File: config.mk
export PLATFORM = sky130hd
export DESIGN_NAME = fog_lut_loader_flat
export DESIGN_NICKNAME = d
export VERILOG_FILES = /design/src/rtl/fog_lut_loader_pkg.sv /design/src/rtl/fog_lut_loader_if.sv /design/src/rtl/fog_lut_bank_ram.sv /design/src/rtl/fog_lut_loader.sv /design/src/flat_wrapper.sv
export SDC_FILE = /design/constraint.sdc
export NUM_CORES = 2
export LEC_CHECK = 0
export ABC_CLOCK_PERIOD_IN_PS = 11400
export BUFFER_PORTS_ARGS = -buffer_cell sky130_fd_sc_hd__buf_2
export CAP_MARGIN = 20
export CELL_PAD_IN_SITES_DETAIL_PLACEMENT = 1
export CELL_PAD_IN_SITES_GLOBAL_PLACEMENT = 2
export CORE_MARGIN = 2
export CORE_UTILIZATION = 58
export CTS_BUF_LIST = sky130_fd_sc_hd__clkbuf_8
export DETAILED_ROUTE_END_ITERATION = 10
export PLACE_DENSITY = 0.95
export SYNTH_ARGS = -nofsm -noshare
export SYNTH_HDL_FRONTEND = slang
export SYNTH_SLANG_ARGS = --single-unit
File: constraint.sdc
create_clock -name aclk -period 11.4 [get_ports aclk]
set_input_delay 1.14 -clock aclk [delete_from_list [all_inputs] [get_ports aclk]]
set_output_delay 1.14 -clock aclk [all_outputs]
set_load 0.03 [all_outputs]
File: src/rtl/fog_lut_loader_pkg.sv
// Shared constants, load-FSM state type and the fog interpolate/clamp helper
// used by the fog LUT loader.
package fog_lut_loader_pkg;

  localparam int FOG_LUT_WORDS   = 66;
  localparam int FOG_BOUND_WORDS = 2;
  localparam int FOG_FIELD_W     = 16;
  localparam int FOG_SLOPE_LSB   = 16;
  localparam int FOG_OFFSET_LSB  = 0;

  typedef enum logic [1:0] {
    ST_IDLE = 2'd0,
    ST_LOAD = 2'd1,
    ST_SWAP = 2'd2
  } load_state_e;

  // offset(u8.8) + (slope(s8.8) * frac(u0.16)) >>> 16, clamped to 0..255 of the integer part
  function automatic logic [7:0] fog_interp(input logic [15:0] slope,
                                            input logic [15:0] offset,
                                            input logic [15:0] frac);
    logic signed [32:0] prod;
    logic signed [32:0] sum;
    prod = $signed({{17{slope[15]}}, slope}) * $signed({17'd0, frac});
    sum  = $signed({17'd0, offset}) + (prod >>> 16);
    if (sum < 33'sd0) begin
      fog_interp = 8'd0;
    end else if (sum >= 33'sh0FF00) begin
      fog_interp = 8'hFF;
    end else begin
      fog_interp = sum[15:8];
    end
  endfunction

endpackage

File: src/rtl/fog_lut_loader_if.sv
// AXI-stream style fog-LUT upload channel from the command parser.
interface fog_lut_loader_if #(
  parameter int CMD_STREAM_WIDTH = 32
);
  logic                        tvalid;
  logic                        tready;
  logic                        tlast;
  logic [CMD_STREAM_WIDTH-1:0] tdata;

  modport master (output tvalid, output tlast, output tdata, input tready);
  modport slave  (input tvalid, input tlast, input tdata, output tready);
endinterface

File: src/rtl/fog_lut_bank_ram.sv
// Two-bank LUT storage: one write port for the shadow bank, one registered
// read port for the active bank. No reset so it maps onto block RAM.
module fog_lut_bank_ram #(
  parameter int ADDR_W = 7,
  parameter int DATA_W = 32
) (
  input  logic              clk,
  input  logic              wr_en,
  input  logic [ADDR_W-1:0] wr_addr,
  input  logic [DATA_W-1:0] wr_data,
  input  logic              rd_en,
  input  logic [ADDR_W-1:0] rd_addr,
  output logic [DATA_W-1:0] rd_data
);

  logic [DATA_W-1:0] mem [0:(1 << ADDR_W)-1];

  // Shadow-bank write port
  always_ff @(posedge clk) begin
    if (wr_en) begin
      mem[wr_addr] <= wr_data;
    end
  end

  // Registered active-bank read port
  always_ff @(posedge clk) begin
    if (rd_en) begin
      rd_data <= mem[rd_addr];
    end
  end

endmodule

File: src/rtl/fog_lut_loader.sv
// Fog LUT loader: double-buffered upload of bounds and 64 slope/offset entries
// with an atomic bank swap, plus a 2-stage stallable interpolate/clamp lookup.
module fog_lut_loader
  import fog_lut_loader_pkg::*;
#(
  parameter int CMD_STREAM_WIDTH = 32,
  parameter int LUT_DEPTH_LOG2   = 6
) (
  input  logic                      aclk,
  input  logic                      reset,
  fog_lut_loader_if.slave           s_fog_axis,
  output logic [31:0]               lower_bound,
  output logic [31:0]               upper_bound,
  output logic                      lut_valid,
  output logic                      upload_error,
  input  logic                      lookup_valid,
  input  logic [LUT_DEPTH_LOG2-1:0] lookup_index,
  input  logic [15:0]               lookup_frac,
  input  logic                      lookup_stall,
  output logic                      fog_valid,
  output logic [7:0]                fog_intensity
);

  localparam int CNT_W     = LUT_DEPTH_LOG2 + 1;
  localparam int LAST_WORD = FOG_BOUND_WORDS + (1 << LUT_DEPTH_LOG2) - 1;

  load_state_e                 state_r, state_s;
  logic [CNT_W-1:0]            cnt_r, cnt_s;
  logic                        ready_r, beat_s, err_s, swap_s;
  logic                        wr_en_s, lower_we_s, upper_we_s;
  logic [LUT_DEPTH_LOG2-1:0]   wr_idx_s;
  logic [CMD_STREAM_WIDTH-1:0] beat_data_s;
  logic [31:0]                 shadow_lower_r, shadow_upper_r, entry_s;
  logic                        active_bank_r, s1_valid_r;
  logic [15:0]                 s1_frac_r;

  assign s_fog_axis.tready = ready_r;
  assign beat_s            = s_fog_axis.tvalid & ready_r;
  assign beat_data_s       = s_fog_axis.tdata;
  assign wr_idx_s          = cnt_r[LUT_DEPTH_LOG2-1:0] - LUT_DEPTH_LOG2'(2);

  // Load FSM next-state, counter and write-enable decode
  always_comb begin
    state_s    = state_r;
    cnt_s      = cnt_r;
    err_s      = 1'b0;
    swap_s     = 1'b0;
    wr_en_s    = 1'b0;
    lower_we_s = 1'b0;
    upper_we_s = 1'b0;
    case (state_r)
      ST_IDLE, ST_LOAD: begin
        if (beat_s) begin
          lower_we_s = (cnt_r == CNT_W'(0));
          upper_we_s = (cnt_r == CNT_W'(1));
          wr_en_s    = (cnt_r >= CNT_W'(FOG_BOUND_WORDS));
          if (cnt_r == CNT_W'(LAST_WORD)) begin
            state_s = ST_SWAP;
            err_s   = ~s_fog_axis.tlast;
          end else if (s_fog_axis.tlast) begin
            // short upload: drop the shadow contents and start over
            state_s = ST_IDLE;
            cnt_s   = {CNT_W{1'b0}};
            err_s   = 1'b1;
          end else begin
            state_s = ST_LOAD;
            cnt_s   = cnt_r + CNT_W'(1);
          end
        end else begin
          state_s = state_r;
        end
      end
      ST_SWAP: begin
        state_s = ST_IDLE;
        cnt_s   = {CNT_W{1'b0}};
        swap_s  = 1'b1;
      end
      default: begin
        state_s = ST_IDLE;
        cnt_s   = {CNT_W{1'b0}};
      end
    endcase
  end

  // FSM state, word counter, registered tready and error pulse
  always_ff @(posedge aclk or posedge reset) begin
    if (reset) begin
      state_r      <= ST_IDLE;
      cnt_r        <= {CNT_W{1'b0}};
      ready_r      <= 1'b0;
      upload_error <= 1'b0;
    end else begin
      state_r      <= state_s;
      cnt_r        <= cnt_s;
      ready_r      <= (state_s != ST_SWAP);
      upload_error <= err_s;
    end
  end

  // Shadow bound registers filled by the first two beats
  always_ff @(posedge aclk or posedge reset) begin
    if (reset) begin
      shadow_lower_r <= 32'd0;
      shadow_upper_r <= 32'd0;
    end else begin
      if (lower_we_s) shadow_lower_r <= beat_data_s[31:0];
      if (upper_we_s) shadow_upper_r <= beat_data_s[31:0];
    end
  end

  // Atomic swap: bank select and published bounds change together
  always_ff @(posedge aclk or posedge reset) begin
    if (reset) begin
      active_bank_r <= 1'b0;
      lut_valid     <= 1'b0;
      lower_bound   <= 32'd0;
      upper_bound   <= 32'd0;
    end else if (swap_s) begin
      active_bank_r <= ~active_bank_r;
      lut_valid     <= 1'b1;
      lower_bound   <= shadow_lower_r;
      upper_bound   <= shadow_upper_r;
    end
  end

  fog_lut_bank_ram #(
    .ADDR_W (LUT_DEPTH_LOG2 + 1),
    .DATA_W (32)
  ) u_bank_ram (
    .clk     (aclk),
    .wr_en   (wr_en_s),
    .wr_addr ({~active_bank_r, wr_idx_s}),
    .wr_data (beat_data_s[31:0]),
    .rd_en   (~lookup_stall),
    .rd_addr ({active_bank_r, lookup_index}),
    .rd_data (entry_s)
  );

  // Lookup pipeline: S1 alongside the RAM read, S2 interpolate and clamp
  always_ff @(posedge aclk or posedge reset) begin
    if (reset) begin
      s1_valid_r    <= 1'b0;
      s1_frac_r     <= 16'd0;
      fog_valid     <= 1'b0;
      fog_intensity <= 8'd0;
    end else if (!lookup_stall) begin
      s1_valid_r <= lookup_valid;
      s1_frac_r  <= lookup_frac;
      fog_valid  <= s1_valid_r;
      if (s1_valid_r) begin
        fog_intensity <= fog_interp(entry_s[FOG_SLOPE_LSB +: FOG_FIELD_W],
                                    entry_s[FOG_OFFSET_LSB +: FOG_FIELD_W], s1_frac_r);
      end
    end
  end

endmodule

File: src/flat_wrapper.sv
// flat-port wrapper written by rule: the top's interface ports become plain ports
module fog_lut_loader_flat import fog_lut_loader_pkg::*;
#(
  parameter int CMD_STREAM_WIDTH = 32,
  parameter int LUT_DEPTH_LOG2   = 6
)
  (aclk, reset, lower_bound, upper_bound, lut_valid, upload_error, lookup_valid, lookup_index, lookup_frac, lookup_stall, fog_valid, fog_intensity, s_fog_axis_tvalid, s_fog_axis_tlast, s_fog_axis_tdata, s_fog_axis_tready);
  fog_lut_loader_if #(.CMD_STREAM_WIDTH(CMD_STREAM_WIDTH)) s_fog_axis_i ();
  input  logic aclk;
  input  logic reset;
  output logic [31:0] lower_bound;
  output logic [31:0] upper_bound;
  output logic lut_valid;
  output logic upload_error;
  input  logic lookup_valid;
  input  logic [LUT_DEPTH_LOG2-1:0] lookup_index;
  input  logic [15:0] lookup_frac;
  input  logic lookup_stall;
  output logic fog_valid;
  output logic [7:0] fog_intensity;
  input wire logic [$bits(s_fog_axis_i.tvalid)-1:0] s_fog_axis_tvalid;
  input wire logic [$bits(s_fog_axis_i.tlast)-1:0] s_fog_axis_tlast;
  input wire logic [$bits(s_fog_axis_i.tdata)-1:0] s_fog_axis_tdata;
  output wire logic [$bits(s_fog_axis_i.tready)-1:0] s_fog_axis_tready;
  assign s_fog_axis_i.tvalid = s_fog_axis_tvalid;
  assign s_fog_axis_i.tlast = s_fog_axis_tlast;
  assign s_fog_axis_i.tdata = s_fog_axis_tdata;
  assign s_fog_axis_tready = s_fog_axis_i.tready;
  fog_lut_loader #(.CMD_STREAM_WIDTH(CMD_STREAM_WIDTH), .LUT_DEPTH_LOG2(LUT_DEPTH_LOG2)) u_core (.aclk(aclk), .reset(reset), .s_fog_axis(s_fog_axis_i), .lower_bound(lower_bound), .upper_bound(upper_bound), .lut_valid(lut_valid), .upload_error(upload_error), .lookup_valid(lookup_valid), .lookup_index(lookup_index), .lookup_frac(lookup_frac), .lookup_stall(lookup_stall), .fog_valid(fog_valid), .fog_intensity(fog_intensity));
endmodule
Word level (Yosys, flattened, before mapping)
Memories as Yosys holds them, arrays and structs flattened. A register that Yosys moved wholly into a read port is not among the register bits.
Index checks and enable logic that the tools add are counted.
W data, S select, Z words.
{"block": "totals", "memories": 1, "output_inout_bits": 76, "latch_bits": 0, "word_cells": 62, "mem_bits_ro": 0, "ram_bits": 4096, "reg_bits": 167}
{"name": "u_core.u_bank_ram.mem", "depth": 128, "word_bits": 32, "rd": 1, "rd_ports_with_merged_regs": 1, "write_ports": 1, "line_no": "fog_lut_bank_ram.sv:16", "source": "logic [DATA_W-1:0] mem [0:(1 << ADDR_W)-1];"}
{"block": "op_classes", "addsub": 3, "n_mux": 23, "magnitude_cmp": 3, "shift": 0, "bitwise": 4, "n_eq_ne": 7, "n_reduce_logical": 6, "mul": 1, "n_div": 0}
{"operator": "$ge A33 B17 Y1 const B", "count": 1}
{"operator": "$lt A33 B1 Y1 const B", "count": 1}
{"operator": "$mul A16 B17 Y33", "count": 1}
{"operator": "$mux W7", "count": 4}
{"operator": "$add A17 B17 Y18", "count": 1}
{"operator": "$mux W8", "count": 2}
{"operator": "$mux W1", "count": 14}
{"operator": "$add A7 B1 Y7 const B", "count": 1}
{"operator": "$eq A7 B1 Y1 const B", "count": 1}
{"operator": "$eq A7 B7 Y1 const B", "count": 1}
{"operator": "$ge A7 B2 Y1 const B", "count": 1}
{"operator": "$logic_not A7 Y1", "count": 1}
{"operator": "$mux W2", "count": 3}
{"operator": "$sub A6 B2 Y6 const B", "count": 1}
{"operator": "$ne A2 B2 Y1 const B", "count": 2}
{"operator": "$reduce_and A2 Y1", "count": 2}
{"operator": "$not A1 Y1", "count": 3}
{"operator": "$eq A2 B1 Y1 const B", "count": 1}
{"operator": "$eq A2 B2 Y1 const B", "count": 1}
{"operator": "$logic_not A2 Y1", "count": 1}
{"operator": "$ne A2 B1 Y1 const B", "count": 1}
{"operator": "$reduce_or A2 Y1", "count": 1}
{"operator": "$and A1 B1 Y1", "count": 1}
{"operator": "$logic_not A1 Y1", "count": 1}

Depth between registers and ports, before layout
{"block": "depth", "depth_word": 5, "mapped_depth": 35, "ltp_nobuf": 34}

By module
From an unflattened synthesis, not the netlist that was laid out.
{"block": "unflattened", "cells_unflattened": 7455, "area_unflattened_um2": 172035.0}
{"mod": "fog_lut_bank_ram", "cells_each": 5990, "area_each_um2": 156596.4, "n_inst": 1}
{"mod": "fog_lut_loader", "cells_each": 1465, "area_each_um2": 15438.6, "n_inst": 1}

Least setup slack after synthesis
OpenSTA, ideal clock, no wires.
{"block": "synth_timing", "path_kind": "reg2reg", "startpoint": "reg u_core.u_bank_ram.rd_data[17], read port of u_core.u_bank_ram.mem", "endpoint": "reg u_core.fog_intensity[7]", "path_stages_with_launch": 29, "period_less_slack_ps": 7819, "t_required_ps": 11253, "arrival_ps": 7672, "setup_slack_ps": 3581, "path_cell_list": "edfxtp_1 clkbuf_1 nand2_1 fa_1 fa_1 inv_1 fa_1 fa_1 fa_1 fa_1 ha_1 a21o_1 a21oi_1 inv_1 o311ai_1 nand2_1 a211o_1 xor2_1 ha_1 a2111oi_0 nor4_1 a221oi_1 a21oi_1 nand2_1 o22ai_1 o21ai_0 nand2b_1 a2111oi_4 a311oi_1"}
{"block": "synth_via", "elab_chain_len": 5, "elab_cells_between_ends": 6, "classes_between": "add/sub (1); mul (1); order compare (2); mux (2)"}
{"element": "from (decl)", "line_no": "fog_lut_bank_ram.sv:13", "source": "output logic [DATA_W-1:0] rd_data"}
{"element": "$mul A16 B17 Y33 (*)", "line_no": "fog_lut_loader_pkg.sv:23", "source": "prod = $signed({{17{slope[15]}}, slope}) * $signed({17'd0, frac});"}
{"element": "$add A17 B17 Y18 (*)", "line_no": "fog_lut_loader_pkg.sv:24", "source": "sum = $signed({17'd0, offset}) + (prod >>> 16);"}
{"element": "$ge A33 B17 Y1", "line_no": "fog_lut_loader_pkg.sv:27", "source": "end else if (sum >= 33'sh0FF00) begin"}
{"element": "$mux W8", "line_no": "fog_lut_loader_pkg.sv:27"}
{"element": "$mux W8 (*)", "line_no": "fog_lut_loader_pkg.sv:25", "source": "if (sum < 33'sd0) begin"}
{"element": "to (signal assigned)", "line_no": "fog_lut_loader.sv:151", "source": "fog_intensity <= fog_interp(entry_s[FOG_SLOPE_LSB +: FOG_FIELD_W],"}
{"element": "to (decl)", "line_no": "fog_lut_loader.sv:21", "source": "output logic [7:0] fog_intensity"}
Mark *: on every way between the ends. The rest lies on a longest branch, timed or not.
A chain may end at the register's enable or synchronous reset.

Worst setup path after layout
{"block": "layout_timing", "startpoint": "reg u_core.u_bank_ram.rd_data[17], read port of u_core.u_bank_ram.mem", "endpoint": "reg u_core.fog_intensity[4]"}
The elaborated chain is that of the path after synthesis.

==> metrics.cfg <==
[critical_path]
cpPeakStageDelay_ns=0.85
crit_fanout=16
worst_ep_arrival_time_ns=11.01
start_kind=flop
slowest_stage=o311ai_1
required_ns=12.44
end_kind=flop
crit_type=flop to flop
cp_common_cell=fa_1

[floorplan]
rows=199
die_width_um=548
core-area_mm2=0.294
pin_count=136
die_area_mm2=0.301
initial_utilization_pct=58.4
die_y_um=548

[sta]
fmax_ghz=0.100
hold-worst-slack_ns=0.0415
maxSlewHeadroom_pct=3.90
final.setup.tns_ns=0
fin_ws_ns=1.43
rsz0062_at_grt=no
tightestPinTransition_ns=1.44
finalCriticalPeriod_ns=9.97
slew_viol_final=0
hold_viol=0
skew_ns=0.112
fin_crit_sh_pct=87.5
finalSetupViolCount=0

[synth]
synth.cell_area_mm2=0.172
synth_cell_type_count=57
ys_seq_area_share_pct=74.6
syn_avg_cell_area_um2=23.2
synth-main-ff-cell=edfxtp_1
synth_warnings=0
synth_edf_count=4128
synth_nets=7810
async_flop_share_pct=3.89
synth_seq_cells=4295
syn_inst=7414

[power_and_ir_drop]
comb_power_share_pct=25.6
p_sw_mw=14.2
swShare_pct=34.1
p_int_mw=27.5
p_leak_nw=62.5
ir_drop_mv=0.527
p_seq_share_pct=42.2
powerDensity_mw_per_mm2=218
clock_power_share_pct=32.2
total_power_mw=41.7

[drt]
vias_per_cell=7.81
drtPass1Iterations=7
via_count=97700
wl_mm=614
routedWlPerCell_um=49.1
post-route-drc-count=0
first_iter_violations=21300
ant_nets=0

[cts]
cts_hold_buf=0
cts_buffer_depth=4
clkSlewWorstSetupHoldPaths_ns=0.08
cts_sinks=4295
numCtsBuffers=647
htreeDepth=6
insertion_delay_ns=1.33
ctsResizeCount=0
cts_setup_buffers=0
tritoncts=built
root_buffer=clkbuf_8

[grt]
grt_pass1_wl_mm=787
overflow=0
grt_pass1_vias=94700
antenna_found_initial=81
track_usage_pct=38.1
grt_max_degree=145

[layout]
drive_above_1_share_pct=33.0
fin_cells=12500
fin_util_pct=64.9
final_area_mm2=0.191
nets=8444
area_growth_pct=11.1

[place]
placed_cells=11300
dp_hpwl_mm=281
dpl_cell_area_mm2=0.179
place_congestion=0.838
portBuffers=135
pre_cts_ws_ns=1.91

[job]
max-cap-violations=0

[hold_path]
hold_class=primary input to async pin

[status]
status=finished, final reports clean

state kept, by name, summed over array words and instances, names as in the netlist:
name                       count
u_core.state_r                 2
u_core.active_bank_r           1
u_core.fog_intensity           8
u_core.shadow_lower_r         32
u_core.s_fog_axis.tready       1
u_core.shadow_upper_r         32
u_core.upload_error            1
u_core.lower_bound            32
u_core.s1_frac_r              16
u_core.u_bank_ram.rd_data     32
u_core.lut_valid               1
u_core.s1_valid_r              1
u_core.cnt_r                   7
u_core.u_bank_ram.mem       4096
u_core.fog_valid               1
u_core.upper_bound            32
path summary, 6_finish.rpt:
kind                                               start                 endpoint  slack, ns  depth (start not counted)
setup / recovery           u_core.u_bank_ram.rd_data[17]  u_core.fog_intensity[4]       1.43                         27
hold / removal                                     reset    u_core.upper_bound[2]       0.04                          2
setup reg to reg           u_core.u_bank_ram.rd_data[17]  u_core.fog_intensity[4]       1.43                         27
hold reg to reg                         u_core.fog_valid         u_core.fog_valid       0.49                          2
max in group asynchronous                          reset  u_core.fog_intensity[4]       9.82                          3
min in group aclk                        lookup_frac[10]     u_core.s1_frac_r[10]       0.12                          2
per-layer routing:
metal / vias up / routed length (µm) / GRT usage (%)
li1: 32200 / - / -
met1: 49400 / 186000 / 50.5
met2: 13500 / 284000 / 59.2
met3: 2527 / 102000 / 10.7
met4: 56 / 41700 / 18.5
met5: - / 553 / 0
cells in the final DEF, fill, tap and decap left out, types with 9 or more instances in the layout:
master / Yosys / final
ha_1: 142 / 142
fa_1: 194 / 194
dfrtp_1: 167 / 166
clkinv_2: 0 / 60
inv_6: 0 / 11
xnor2_1: 13 / 13
mux4_2: 1344 / 1344
xor2_1: 14 / 14
buf_2: 82 / 97
clkinvlp_4: 0 / 12
nor2_4: 0 / 128
nor2_1: 164 / 36
inv_1: 247 / 436
inv_8: 0 / 24
o21ai_0: 19 / 19
clkinv_1: 1 / 163
bufinv_16: 0 / 19
mux2_2: 178 / 178
buf_4: 3 / 240
nand2b_1: 19 / 18
nand2_1: 166 / 162
and2_1: 116 / 116
nand3_1: 11 / 9
nor2b_1: 11 / 11
diode_2: 0 / 36
buf_12: 0 / 13
clkbuf_8: 0 / 664
edfxtp_1: 4128 / 4128
a21oi_1: 29 / 29
cell type report:
type	count	area [µm²]
Antenna cell	36	90.1
Clock buffer	664	9140
Clock inverter	488	2820
Fill cell	23200	103000
Inverter	248	938
Multi-Input combinational cell	2502	42300
Sequential cell	4295	128000
Tap cell	3919	4900
Timing Repair Buffer	354	2620
kinds of logic (layout without fill, tap and decap cells):
kind of cell,Yosys count,in the layout,share of synthesized area [%]
flip-flops,4295,4295,74.6
multiplexers,1522,1522,18.8
buffers and inverters,617,1754,1.42
AND/OR/NAND/NOR,514,514,1.38
adder cells (fa/ha/maj),336,336,3.29
AO/OA/AOI/OAI,102,102,0.414
XOR/XNOR,28,28,0.147
other,0,36,0
Yosys cell counts, drive strengths merged (20+ instances only):
| cell | n | area (µm²) |
|---|---|---|
| edfxtp | 4128 | 124000 |
| mux4 | 1344 | 30300 |
| inv | 247 | 927 |
| clkbuf | 230 | 863 |
| fa | 194 | 3880 |
| mux2 | 178 | 2000 |
| dfrtp | 167 | 4180 |
| nand2 | 166 | 623 |
| nor2 | 164 | 616 |
| ha | 142 | 1780 |
| buf | 139 | 651 |
| and2 | 116 | 726 |
| a21oi | 29 | 145 |
| o21ai | 20 | 100 |
worst max-delay path, delay by kind of cell, from the launching register on:
family                     cells  cell delay (ns)
and+or+nand+nor                4             0.84
adders and majority gates      8             3.77
buffers and inverters          2             0.16
DFF                            1             0.76
xor gates and xnor gates       1             0.16
AOI/OAI and AO/OA             12             4.07
power groups by stage:
stage	registers [mW]	clock network [mW]	logic [mW]
after global placement	17.9	0	9.37
after floorplan	17.9	0	6.71
after detailed placement	17.9	0	9.86
final	17.6	13.4	10.7
after CTS	17.6	12.8	10.4
after global routing	17.6	13.8	11.5
(Power assumes the default switching activity.)
